<file path="config.mk">
export PLATFORM = sky130hd
export DESIGN_NAME = mux_rr_reg
export DESIGN_NICKNAME = d
export VERILOG_FILES = /design/src/rtl/mux_rr_reg.sv
export SDC_FILE = /design/constraint.sdc
export NUM_CORES = 1
export LEC_CHECK = 0
export ABC_AREA = 1
export ABC_CLOCK_PERIOD_IN_PS = 3700
export CORE_AREA = 2 2 51 53
export CTS_CLUSTER_DIAMETER = 80
export DETAILED_ROUTE_END_ITERATION = 16
export DIE_AREA = 0 0 53 55
export DONT_BUFFER_PORTS = 1
export GPL_TIMING_DRIVEN = 0
export PLACE_DENSITY = 0.79
export SETUP_SLACK_MARGIN = 0.15
export SLEW_MARGIN = 20
export SYNTH_ARGS = -nofsm -noshare
export SYNTH_HDL_FRONTEND = slang
export SYNTH_SLANG_ARGS = --single-unit
</file>
<file path="constraint.sdc">
create_clock -name clk -period 3.7 [get_ports clk]
set_input_delay 0.37 -clock clk [delete_from_list [all_inputs] [get_ports clk]]
set_output_delay 0.37 -clock clk [all_outputs]
set_load 0.02 [all_outputs]
</file>
<file path="src/rtl/mux_rr_reg.sv">
// Registered NCH:1 channel multiplexer with manual or round-robin selection and a valid/ready output stage.
// Defining MUX_RR_STALL_CNT_EN adds a saturating 16-bit stall_cnt output.
module mux_rr_reg #(
  parameter int WIDTH = 6,
  parameter int NCH   = 4,
  parameter int SEL_W = 2
) (
  input  logic                 clk,
  input  logic                 rst,
  input  logic [NCH*WIDTH-1:0] in,
  input  logic [NCH-1:0]       in_valid,
  output logic [NCH-1:0]       in_ready,
  input  logic [SEL_W-1:0]     sel,
  input  logic                 mode,
  output logic [WIDTH-1:0]     out,
  output logic                 out_valid,
  input  logic                 out_ready,
  output logic [SEL_W-1:0]     out_ch
`ifdef MUX_RR_STALL_CNT_EN
  ,
  output logic [15:0]          stall_cnt
`endif
);

  logic [SEL_W-1:0] ptr;
  logic             load;
  logic [SEL_W-1:0] idx;
  logic [SEL_W-1:0] rr_grant;
  logic             rr_found;
  logic [SEL_W-1:0] pick;
  logic             pick_valid;
  logic [WIDTH-1:0] pick_data;

  assign load = ~out_valid | out_ready;

  // Search starts at ptr; SEL_W-bit addition wraps naturally because NCH == 2**SEL_W.
  always_comb begin
    // NOTE: every variable gets a default before any conditional assignment, so no latch is inferred.
    idx      = ptr;
    rr_found = 1'b0;
    rr_grant = ptr;
    for (int k = 0; k < NCH; k++) begin
      idx = ptr + SEL_W'(k);
      if (!rr_found && in_valid[idx]) begin
        rr_found = 1'b1;
        rr_grant = idx;
      end
    end
  end

  always_comb begin
    pick       = mode ? rr_grant : sel;
    pick_valid = mode ? rr_found : in_valid[sel];
    pick_data  = in[int'(pick)*WIDTH +: WIDTH];
  end

  always_comb begin
    in_ready = '0;
    if (!rst && load && pick_valid)
      in_ready[pick] = 1'b1;
  end

  always_ff @(posedge clk) begin
    // NOTE: registered state uses non-blocking assignments so all flops update from pre-edge values.
    if (rst) begin
      out       <= '0;
      out_valid <= 1'b0;
      out_ch    <= '0;
      ptr       <= '0;
    end else if (load) begin
      if (mode) begin
        if (rr_found) begin
          out       <= pick_data;
          out_valid <= 1'b1;
          out_ch    <= rr_grant;
          ptr       <= rr_grant + SEL_W'(1);
        end else begin
          out_valid <= 1'b0;
        end
      end else begin
        out       <= pick_data;
        out_valid <= in_valid[sel];
        out_ch    <= sel;
      end
    end
  end

`ifdef MUX_RR_STALL_CNT_EN
  always_ff @(posedge clk) begin
    if (rst)
      stall_cnt <= '0;
    else if (out_valid && !out_ready && stall_cnt != 16'hFFFF)
      stall_cnt <= stall_cnt + 16'd1;
  end
`endif

endmodule

</file>
# After elaboration in Yosys (flattened, before gate mapping)
# Cells that the tools add are included.
# op_classes
n_addsub	4
mul	1
n_lt_le_gt_ge	7
eq_ne	1
shifts	1
muxes	28
n_bitwise	2
n_reduce_logical	12
# op_table
cell	count
indexed part select 24 x 6 -> 6 bit	1
< comparator 2 x 3 -> 1 bit (second input constant)	6
two-way mux 1 bit	13
two-way mux 2 bit	6
two-way mux 6 bit	2
binary-select mux 1 bit (select 2 bit)	5
logical AND 1 bit	6
adder 2 x 1 -> 2 bit (second input constant)	2
adder 2 bit (second input constant)	2
logical NOT 1 bit	4
multiplier 2 x 2 -> 4 bit (second input constant)	1
two-way mux 4 bit	1
AND reduction 3 bit	1
demux 1 bit (select 2 bit)	1
>= comparator 2 x 1 -> 1 bit (second input constant)	1
!= test 2 x 1 -> 1 bit (second input constant)	1
AND reduction 2 bit	1
NOT 1 bit	1
bitwise OR 1 bit	1
# word_totals
reg_bits	11
inputBits	34
out_inout_bits	13
word_cells	60

# Longest topological paths before layout
# logic_depth
ltp_word	18
mapped_depth	19
mapped_depth_nobuf	17

# Worst setup path after synthesis
# OpenSTA, ideal clock, no wires.
# synth_path
path_kind	reg-to-output
start	reg ptr[0]
end	out in_ready[2]
arrival_time_ns	1.878
t_required_ns	3.330
slack_ns	1.452
path_stages_with_launch	14
path_buffers	1
path_cell_list	dfxtp_1 -> inv_2 -> buf_6 -> nand2_1 -> nand2_1 -> nand2_1 -> nand2_1 -> nand3_1 -> clkinv_1 -> nand2_1 -> nand3_1 -> nand3_1 -> nand2_1 -> nor3_1
# synth_between
elab_chain_len	18
word_cells_on_any_way	33
classes_between	add/sub: 3; order compare: 2; mux: 20; reduce/logical: 8
# synth_rtl
item	line	text
start, declared	25	logic [SEL_W-1:0] ptr;
start signal, assigned	76	ptr <= rr_grant + SEL_W'(1);
branches (longest 17 deep; another with adder 2 x 1 -> 2 bit)	n/a	
two-way mux 4 bit *	59	if (!rst && load && pick_valid)
end, declared	12	output logic [NCH-1:0] in_ready,
# Every way passes the cells marked *. The select of a mux whose other input is x is not followed.

# Worst setup path in the final report
# Same ends and word-level chain as after synthesis.

==> reports/qor.txt <==
Layout cells sized above 1: 11.4%
F_max: 355 MHz
Cell Chain, Critical Path: inv_2 -> buf_6 -> nand2_1 -> nand2_1 -> nand2_1 -> nand2_1 -> nand3_1 -> clkinv_1 -> nand2_1 -> nand3_1 -> nand3_1 -> nand2_1 -> nor3_1
Pwr Density: 642 mW/mm^2
Max Root-Sink Buffers: 2
Crit path max fanout: 10
Yosys warns: 0
CP max stage delay: 600 ps
Worst-skew pair later-pin latency: 260 ps
Die Y: 55 microns
TritonCTS Buffers: 3
CP Data Arrival Time: 2450 ps
Core ar.: 0.00236 sq mm
Clk sinks: 11
Detailed placement HPWL: 2340 microns
Critical path required time: 3330 ps
Wire per inst: 10.9 microns
HP Class: in2reg
Cts hold-fix bufs: 0
DRT iter0 DRCs: 31
Vias in the first global route: 1130
Initial core utilization: 52.1%
Startpoint types: flip-flop
Reg2Reg Depth: 16
Yosys cell types: 26
R2R Setup Slk: 1680 ps
Placed cells: 263
Hold path depth: 4
Root Driver: clkbuf_4
Hold Path End: out_ch[0]
Fin crit period: 2820 ps
Post-CTS Setup Bufs: 0
Critical-path top delay cell: nor3_1
Finished Layout Cells: 267
Worst hold slack: 362 ps
Largest net degree at the start of global routing: 11
Actual slew at the worst max-slew pin: 645 ps
Setup TNS: 0 ps
Final net count: 272
R2R Path End: out[4]
Routed WL: 2920 microns
DRC Markers: 0
Synthesis-stage register bit count: 11
Area of the multi-input gates: 857 sq um
Worst Setup SP: ptr[0]
Fin. Hold Viols: 0
Initial antenna violation count: 0
Status: completed
Die W: 53 microns
Register area: 220 sq um
WP buf/inv: 3
Post-synthesis sequential area ratio: 17.9%
Crit end category: output pin
Detailed Routing Iterations Pass 1: 4
Top-Level Pins: 47
Mapped cell area: 0.00123 sq mm
DRT antenna net count: 0
Worst Skew: 0.484 ps
Via count: 1402
Post-CTS sizing: 0
FF-to-FF Start: ptr[0]
GR Overflow Total: 0
FP Rows: 18
VDD IR-drop max: 0.000444 V
H-Tree Level Count: 1
Cells after synthesis: 233
Port Buffer Count: 0
Pwr Total: 0.831 mW
CTS tree: done
Reg clk slew, reported paths: 60 ps
Avg Vias per Cell: 5.25
Antenna diodes: 0
Top delay family on crit path: simple AND/OR/NAND/NOR gates
Most used cell, CP: nand2_1
Unrepaired setup endpoints after global routing: no
Die footprint: 0.00292 sq mm
Hold Path Origin: mode
Slew margin rel.: 56.7%
Area grow syn2layout: 5.18%
GRT Total Usage: 21.5%
Max Slew Vio Count: 0
Leakage power: 0.752 nW
GP Congestion: 0.842
Syn_area_per_cell: 5.28 sq um
Number of setup violations in the final report: 0
Final period util: 76.2%
First-pass GRT wire length: 4640 microns
WS Path Type: reg2out
Synth Net Count: 267
Max Cap Viol: 0
Fill cell count: 252
-- layout make-up --
type	instances	area share, %
clock buffer	4	2.03
tap	30	2.90
inverter	25	7.44
buffer	8	4.44
multi-input combinational	189	66.2
sequential	11	17.0
-- sequential cells by signal (all words and copies together), names as in the netlist --
signal	cells
out_valid	1
out_ch	2
ptr	2
out	6
-- synthesized netlist by cell type --
cell type  instances  area, sq um
nand2_1           97          364
nand3_1           41          205
nor2_1            23         86.3
inv_1             20         75.1
dfxtp_1           11          220
nand2_2            8         50.1
buf_4              3         22.5
nand3_2            3         30.0
o21ai_0            3         15.0
buf_6              2         22.5
clkbuf_1           2         7.51
clkinv_1           2         7.51
inv_2              2         7.51
nand4_1            2         12.5
nor3_1             2         10.0
o21ai_1            2         10.0
a211oi_1           1         7.51
a21oi_1            1         5.00
buf_2              1         5.00
inv_4              1         6.26
nand2_4            1         11.3
nand4_4            1         21.3
nor2_2             1         6.26
o211ai_1           1         7.51
o32ai_1            1         8.76
or2_2              1         6.26
-- per-layer routing --
metal / global-route usage, % / share of wire, % / vias up
li1: - / - / 750
met1: 26.0 / 42 / 594
met2: 38.3 / 49 / 52
met3: 5.91 / 6.7 / 6
met4: 4.27 / 1.8 / 0
met5: 0 / 0 / -
-- power by group --
group          total, mW  internal, mW  switching [mW]
clock network     0.0797        0.0417          0.0380
registers          0.209         0.153          0.0556
logic              0.542         0.182           0.361
-- stage by stage --
stage	setup WS (ps)	instance area, sq um	util, %
after CTS	888	1290	54.8
after global placement	1230	1270	53.7
after detailed placement	1180	1270	53.7
after global routing	643	1290	54.8
final	882	1290	54.8
after floorplan	1450	1230	-
-- worst register-to-register path, cell delays in order (launching register included) --
cell,delay (ps)
dfxtp_1,400
inv_2,90
buf_6,150
nand2_1,60
nand2_1,50
nand2_1,60
nand2_1,110
nand3_1,140
clkinv_1,100
nand2_1,60
nand3_1,90
nand3_1,80
nand2_1,190
nand2_1,130
nand3_1,100
nand2_1,80
inv_1,30
-- worst max-delay path by stage --
stage                        endpoint  slack [ps]  depth (start not counted)
after floorplan           in_ready[2]        1450                         13
after global placement    in_ready[2]        1230                         13
after detailed placement  in_ready[2]        1180                         13
after CTS                 in_ready[2]         890                         13
after global routing      in_ready[2]         640                         13
final                     in_ready[2]         880                         13
-- kinds of logic (layout without fill, tap and decap cells) --
logic type	after synthesis	count (layout)	share of synthesized area [%]
simple gates	180	180	65.2
buf+inv	33	37	12.5
compound gates	9	9	4.37
flops	11	11	17.9
-- placed cells by master (no fill, tap or decap), types with 2 or more instances in the layout --
| cell | count |
|---|---|
| inv_1 | 20 |
| buf_4 | 3 |
| nand3_1 | 41 |
| nor3_1 | 2 |
| buf_6 | 2 |
| dfxtp_1 | 11 |
| nand2_1 | 97 |
| nand3_2 | 3 |
| inv_2 | 2 |
| nand4_1 | 2 |
| clkbuf_4 | 3 |
| clkinv_1 | 2 |
| nor2_1 | 23 |
| o21ai_1 | 2 |
| nand2_2 | 8 |
| clkbuf_1 | 3 |
| o21ai_0 | 3 |
No activity file was read; power rests on OpenSTA's default activity.
